[src/rtl/cpu_pkg.sv]
// Shared CPU pipeline definitions: default bus widths and data-memory FSM encoding.
// No logic, no latency.
// No flow control; types and constants only.
package cpu_pkg;

  localparam int DEF_ADDR_WIDTH = 8;
  localparam int DEF_DATA_WIDTH = 16;

  typedef enum logic [1:0] {
    ST_IDLE = 2'd0,
    ST_BUSY = 2'd1,
    ST_RESP = 2'd2
  } dmem_state_t;

  function automatic int max_int(input int a, input int b);
    return (a > b) ? a : b;
  endfunction

endpackage

[src/rtl/dmem_responder_lat_counter.sv]
// Loadable down-counter with a zero flag, used to time the BUSY phase of an access.
// Load and decrement take effect on the next clock edge; zero is combinational from the count.
// No handshake; decrement requests at zero are ignored so the count saturates at 0.
module dmem_responder_lat_counter #(
  parameter int WIDTH = 2
) (
  input  logic             clk,
  input  logic             reset_n,
  input  logic             load,
  input  logic [WIDTH-1:0] load_val,
  input  logic             dec,
  output logic             zero
);

  logic [WIDTH-1:0] count;

  assign zero = (count == '0);

  // Load has priority over decrement; the count never wraps below zero.
  always_ff @(posedge clk or negedge reset_n) begin
    if (!reset_n) begin
      count <= '0;
    end else if (load) begin
      count <= load_val;
    end else if (dec && !zero) begin
      count <= count - 1'b1;
    end
  end

endmodule

[src/rtl/dmem_responder.sv]
// Data-memory responder: one load/store at a time, fixed read/write latency, one-cycle response.
// Response is sampled by the edge at acceptance+LAT; next acceptance possible at acceptance+LAT+1.
// req_ready is low from acceptance through the response cycle; no response backpressure.
module dmem_responder
  import cpu_pkg::*;
#(
  parameter int ADDR_WIDTH = DEF_ADDR_WIDTH,
  parameter int DATA_WIDTH = DEF_DATA_WIDTH,
  parameter int DEPTH      = 256,
  parameter int READ_LAT   = 2,
  parameter int WRITE_LAT  = 1
) (
  input  logic                  clk,
  input  logic                  reset_n,
  input  logic                  req_valid,
  input  logic                  req_write,
  input  logic [ADDR_WIDTH-1:0] req_addr,
  input  logic [DATA_WIDTH-1:0] req_wdata,
  output logic                  req_ready,
  output logic                  rsp_valid,
  output logic [DATA_WIDTH-1:0] rsp_rdata,
  output logic                  rsp_err,
  output logic                  stall
);

  localparam int MAX_LAT = max_int(READ_LAT, WRITE_LAT);
  localparam int CNT_W   = $clog2(MAX_LAT + 1);
  localparam int IDX_W   = (DEPTH > 1) ? $clog2(DEPTH) : 1;

  // The counter holds the BUSY cycles still to run after the current one, so a latency
  // of LAT spends LAT-1 cycles in BUSY and LAT==1 skips BUSY entirely.
  localparam logic [CNT_W-1:0] RD_LOAD = CNT_W'((READ_LAT  >= 2) ? READ_LAT  - 2 : 0);
  localparam logic [CNT_W-1:0] WR_LOAD = CNT_W'((WRITE_LAT >= 2) ? WRITE_LAT - 2 : 0);

  dmem_state_t           state;
  logic [ADDR_WIDTH-1:0] cap_addr;
  logic [DATA_WIDTH-1:0] cap_wdata;
  logic                  cap_write;

  logic [DATA_WIDTH-1:0] mem [DEPTH];

  logic                  accept;
  logic                  req_lat1;
  logic                  cnt_load;
  logic [CNT_W-1:0]      cnt_load_val;
  logic                  cnt_dec;
  logic                  cnt_zero;
  logic                  commit;
  logic [ADDR_WIDTH-1:0] acc_addr;
  logic [DATA_WIDTH-1:0] acc_wdata;
  logic                  acc_write;
  logic                  acc_in_range;
  logic [DATA_WIDTH-1:0] rd_val;

  assign stall = req_valid & ~rsp_valid;

  // Access decode: a single-cycle access commits on its own acceptance edge, so the
  // commit path takes the live request in IDLE and the captured request in BUSY.
  always_comb begin
    accept       = (state == ST_IDLE) && req_valid;
    req_lat1     = req_write ? (WRITE_LAT == 1) : (READ_LAT == 1);
    cnt_load     = accept && !req_lat1;
    cnt_load_val = req_write ? WR_LOAD : RD_LOAD;
    cnt_dec      = (state == ST_BUSY) && !cnt_zero;
    commit       = (accept && req_lat1) || ((state == ST_BUSY) && cnt_zero);
    acc_addr     = (state == ST_IDLE) ? req_addr  : cap_addr;
    acc_wdata    = (state == ST_IDLE) ? req_wdata : cap_wdata;
    acc_write    = (state == ST_IDLE) ? req_write : cap_write;
    // Full address compared, so out-of-range addresses never alias onto real words.
    acc_in_range = (32'(acc_addr) < 32'(DEPTH));
    rd_val       = '0;
    if (!acc_write && acc_in_range) begin
      rd_val = mem[acc_addr[IDX_W-1:0]];
    end
  end

  dmem_responder_lat_counter #(
    .WIDTH(CNT_W)
  ) u_lat_counter (
    .clk      (clk),
    .reset_n  (reset_n),
    .load     (cnt_load),
    .load_val (cnt_load_val),
    .dec      (cnt_dec),
    .zero     (cnt_zero)
  );

  // Storage update only on the commit edge; gated by reset so an aborted store is dropped.
  always_ff @(posedge clk) begin
    if (reset_n && commit && acc_write && acc_in_range) begin
      mem[acc_addr[IDX_W-1:0]] <= acc_wdata;
    end
  end

  // Access FSM with registered handshake and response outputs.
  always_ff @(posedge clk or negedge reset_n) begin
    if (!reset_n) begin
      state     <= ST_IDLE;
      req_ready <= 1'b1;
      rsp_valid <= 1'b0;
      rsp_rdata <= '0;
      rsp_err   <= 1'b0;
      cap_addr  <= '0;
      cap_wdata <= '0;
      cap_write <= 1'b0;
    end else begin
      case (state)
        ST_IDLE: begin
          if (accept) begin
            cap_addr  <= req_addr;
            cap_wdata <= req_wdata;
            cap_write <= req_write;
            req_ready <= 1'b0;
            state     <= ST_BUSY;
          end
        end
        ST_BUSY: begin
          req_ready <= 1'b0;
        end
        ST_RESP: begin
          state     <= ST_IDLE;
          req_ready <= 1'b1;
          rsp_valid <= 1'b0;
          rsp_rdata <= '0;
          rsp_err   <= 1'b0;
        end
        default: begin
          state     <= ST_IDLE;
          req_ready <= 1'b1;
          rsp_valid <= 1'b0;
          rsp_rdata <= '0;
          rsp_err   <= 1'b0;
        end
      endcase
      if (commit) begin
        state     <= ST_RESP;
        rsp_valid <= 1'b1;
        rsp_err   <= ~acc_in_range;
        rsp_rdata <= rd_val;
      end
    end
  end

endmodule

[config.mk]
export PLATFORM = sky130hd
export DESIGN_NAME = dmem_responder
export DESIGN_NICKNAME = d
export VERILOG_FILES = /design/src/rtl/cpu_pkg.sv /design/src/rtl/dmem_responder_lat_counter.sv /design/src/rtl/dmem_responder.sv
export SDC_FILE = /design/constraint.sdc
export NUM_CORES = 2
export LEC_CHECK = 0
export CAP_MARGIN = 20
export CELL_PAD_IN_SITES_DETAIL_PLACEMENT = 1
export CELL_PAD_IN_SITES_GLOBAL_PLACEMENT = 2
export CORE_MARGIN = 1
export CORE_UTILIZATION = 44
export CTS_CLUSTER_SIZE = 16
export DETAILED_ROUTE_END_ITERATION = 10
export PLACE_DENSITY_LB_ADDON = 0.05
export SYNTH_ARGS = -nofsm -noshare
export SYNTH_HDL_FRONTEND = slang
export SYNTH_SLANG_ARGS = --single-unit
[constraint.sdc]
create_clock -name clk -period 5.21 [get_ports clk]
set_clock_uncertainty 0.05 [all_clocks]
set_input_delay 0.7815 -clock clk [delete_from_list [all_inputs] [get_ports clk]]
set_output_delay 0.7815 -clock clk [all_outputs]
set_load 0.02 [all_outputs]
==> results.md <==
| Metric | This run | Unit |
| --- | --- | --- |
| Result of the run | finished, violations left | - |
| Violated checks | design-rule violations | - |
| Drt first pass iters | 8 | - |
| Antenna violations before repair | 29 | - |
| Kind of start point of the critical path | register | - |
| Antenna-violating nets left | 0 | - |
| Fraction of layout cells with a size suffix above 1 | 16.8 | % |
| Internal power consumption | 70.7 | mW |
| Sequential Power Share | 39.4 | % |
| Ys Warns | 0 | - |
| Number of hold-slack violations in the final timing report | 0 | - |
| Clock latency on the worst-skew pair | 1000 | ps |
| DIE AREA | 0.344 | mm^2 |
| Sw power | 40.4 | mW |
| Dominant cell type by area after synthesis | edfxtp_1 | - |
| Clock-pin slew on the worst setup and hold paths | 60 | ps |
| Max Buffers Root-to-Sink | 4 | - |
| Total Wirelength | 516 | mm |
| Final setup violation count | 0 | - |
| Crit path max fanout | 31 | - |
| Max H-tree Level | 5 | - |
| Count of max-cap constraint violations | 0 | - |
| Type of the worst min-delay path | in2async | - |
| Global Route Usage Sum | 29.6 | % |
| WS Path Type | reg2reg | - |
| HPWL after detailed placement | 311 | mm |
| Final std cell area, no fill | 0.177 | mm^2 |
| Combinational cell fraction of total power | 32.8 | % |
| Worst Slack Setup Final | 68.0 | ps |
| Final worst-path cycle share | 98.7 | % |
| Final-stage net count | 9,484 | - |
| Standard cell core area | 0.340 | mm^2 |
| Post-Syn Area per Cell | 17.2 | um^2 |
| Max stage delay on crit path | 1030 | ps |
| Wire length per cell | 35.9 | um |
| Syn-to-layout area delta | 17.6 | % |
| Synthesized netlist cell count | 8,751 | - |
| Total count of max-transition violations in the final report | 0 | - |
| Number of placed I/O pins | 48 | - |
| Switching portion of total power | 36.4 | % |
| Clock tree from TritonCTS | yes | - |
| Syn nets | 8,780 | - |
| Die height | 586 | um |
| Drt drc | 36 | - |
| Total leakage power | 54.3 | nW |
| Data required, critical path | 6060 | ps |
| TritonCTS Buffers | 434 | - |
| Final RePlAce weighted congestion | 0.819 | - |
| Critical Path Sink Type | register | - |
| Top cells by area, synth | edfxtp_1 (82%), o22ai_1 (8.6%), o21ai_0 (3.4%) | - |
| Setup repair after global routing missed its margin | no | - |
| Area after DPL | 0.162 | mm^2 |
| Cell-by-cell trace of the critical path | or2_1 > a31oi_4 > buf_12 > buf_12 > buf_4 > o22ai_1 > o21ai_0 > a41oi_1 > nor4_1 > o211ai_1 > buf_4 > o21ai_1 | - |
| Cell with the most instances after synthesis | edfxtp_1 | - |
| Most frequently used flop master after synthesis | edfxtp_1 | - |
| Register-to-Register Path Depth | 12 | - |
| Hold Slack | 178 | ps |
| Maximum clock frequency | 194 | MHz |
| Pin count of the biggest net entering global routing | 116 | - |
| Area share of the leading cell type in the synthesized netlist | 81.9 | % |
| Number of enable flip-flop cells after synthesis | 4,096 | - |
| Initial Util | 44.2 | % |
| Synthesized cell area | 0.150 | mm^2 |
| Synthesis-stage register bit count | 4,143 | - |
| Global-route wire length before repair | 719 | mm |
| Max stage delay cell, worst path | nor4_1 | - |
| Number of sinks handled by clock tree synthesis | 4,143 | - |
| Cell area power density | 629 | mW/mm^2 |
| Count of different cell masters after synthesis | 45 | - |
| Worst slew margin relative to its limit | 19.5 | % |
| Mean number of vias per cell | 6.37 | - |
| Row Count | 214 | - |
| Layout fillers | 30,900 | - |
| Worst slack, placed | -409 | ps |
| Async set-or-reset flop fraction in the synthesized netlist | 1.13 | % |
| Worst EP arrival | 6000 | ps |
| Worst Tran Pin Value | 1200 | ps |
| Starting DRT DRC Count | 10,100 | - |
| Sequential share of the synthesized area | 82.7 | % |
| Clock share of power | 27.8 | % |
| VDD IR max | 454 | uV |
| Via count of the routed design | 91,500 | - |
| Die X | 586 | um |
| Post-synth top cells | edfxtp_1 (4,096), o22ai_1 (2,067), o21ai_0 (1,019) | - |
| Via count of the first global-routing pass | 91,500 | - |
| Time the worst path needs with I/O delays and setup | 5140 | ps |
| Root Driver | clkbuf_16 | - |
| Count of input and output buffers | 46 | - |
| Global route total overflow | 0 | - |
| Register-to-register setup slack | 70 | ps |
## routing by layer
metal,GRT usage (%),vias to the layer above,wire [um]
met5,0,-,46
met4,7.93,8,14200
met3,3.70,589,34100
met2,47.1,3413,243000
met1,43.2,49400,225000
li1,-,38000,-
## cells by family after synthesis
group	share of synthesized area, %
xor gates and xnor gates	0.00583
other	0.00250
buffers and inverters	1.97
AOI/OAI and AO/OA	13.8
adders and majority gates	0.00833
and+or+nand+nor	1.53
DFF	82.7
## power groups by stage
stage	combinational, mW	clock [mW]	sequential (mW)
detailed placement	36.2	0	44.4
global route	37.9	32.4	43.7
global placement	35.4	0	44.4
floorplan	15.9	0	45.9
finish	36.5	30.9	43.8
CTS	36.3	31.3	43.7
## worst paths after layout
check | endpoint | from
max | rsp_rdata[4]$_DFFE_PN0P_ | state[0]$_DFFE_PN0P_
min | cap_wdata[8]$_DFFE_PN0P_ | reset_n
max reg2reg | rsp_rdata[4]$_DFFE_PN0P_ | state[0]$_DFFE_PN0P_
min reg2reg | cap_wdata[0]$_DFFE_PN0P_ | cap_wdata[0]$_DFFE_PN0P_
max in group asynchronous | rsp_rdata[10]$_DFFE_PN0P_ | reset_n
min in group clk | cap_wdata[15]$_DFFE_PN0P_ | req_wdata[15]
## flip-flops by register name (all words and copies together) (netlist names)
signal               cells
u_lat_counter.count      2
cap_write                1
mem                   4096
req_ready                1
cap_wdata               16
cap_addr                 8
rsp_valid                1
rsp_rdata               16
state                    2
## metrics by stage
step	utilization, %	total power [mW]	TNS [ps]	std cells
floorplan	-	61.8	-138980	8751
global placement	47.8	79.8	-2420	13500
detailed placement	47.8	80.6	-2420	13600
CTS	52.0	111	0	14400
global route	52.0	114	0	14400
finish	52.0	111	0	14400
## area by class of cell
type                       instances  area (um^2)  share of cell area [%]
antenna                           11         27.5                  0.0156
inverter                           9         33.8                  0.0191
clock buffer                     535        11400                    6.44
sequential                      4143       124000                    70.3
multi-input combinational       3942        23700                    13.4
clock inverter                   271         2680                    1.52
timing repair buffer             925         8940                    5.06
tap                             4536         5680                    3.21
## what timing repair did
item | 4_1_cts | 5_1_grt
setup endpoints to repair | 0 | 3
hold buffers | 1 | 0
setup buffers | 0 | 0
gates resized for setup | 0 | 4
endpoints found under the hold margin | 13 | 0
## worst max-delay path: cells and delay by family (launching register included)
family,cells,cell delay [ps]
compound gates,6,1890
simple gates,2,1510
buf+inv,4,1020
flops,1,440
## layout by cell type, fill, tap and decap left out, types with 10 or more instances in the layout
master | synthesis | routed
diode_2 | 0 | 11
nor2_2 | 0 | 94
o22ai_1 | 2067 | 2067
nand3_1 | 10 | 10
nor3_1 | 11 | 11
clkbuf_1 | 252 | 92
or2_2 | 11 | 11
clkbuf_16 | 0 | 438
o21ai_1 | 30 | 30
o21ai_0 | 1019 | 1018
nor2_1 | 270 | 175
buf_12 | 0 | 144
bufinv_16 | 0 | 46
nand2_8 | 0 | 10
clkinv_2 | 0 | 74
edfxtp_1 | 4096 | 4096
clkinv_1 | 0 | 110
nand2_2 | 0 | 16
nor4_1 | 52 | 46
clkdlybuf4s50_1 | 0 | 45
a41oi_1 | 253 | 252
nand2_1 | 155 | 120
dfrtp_1 | 46 | 46
buf_4 | 6 | 726
clkinvlp_4 | 0 | 15
No activity file was read; power rests on OpenSTA's default activity.
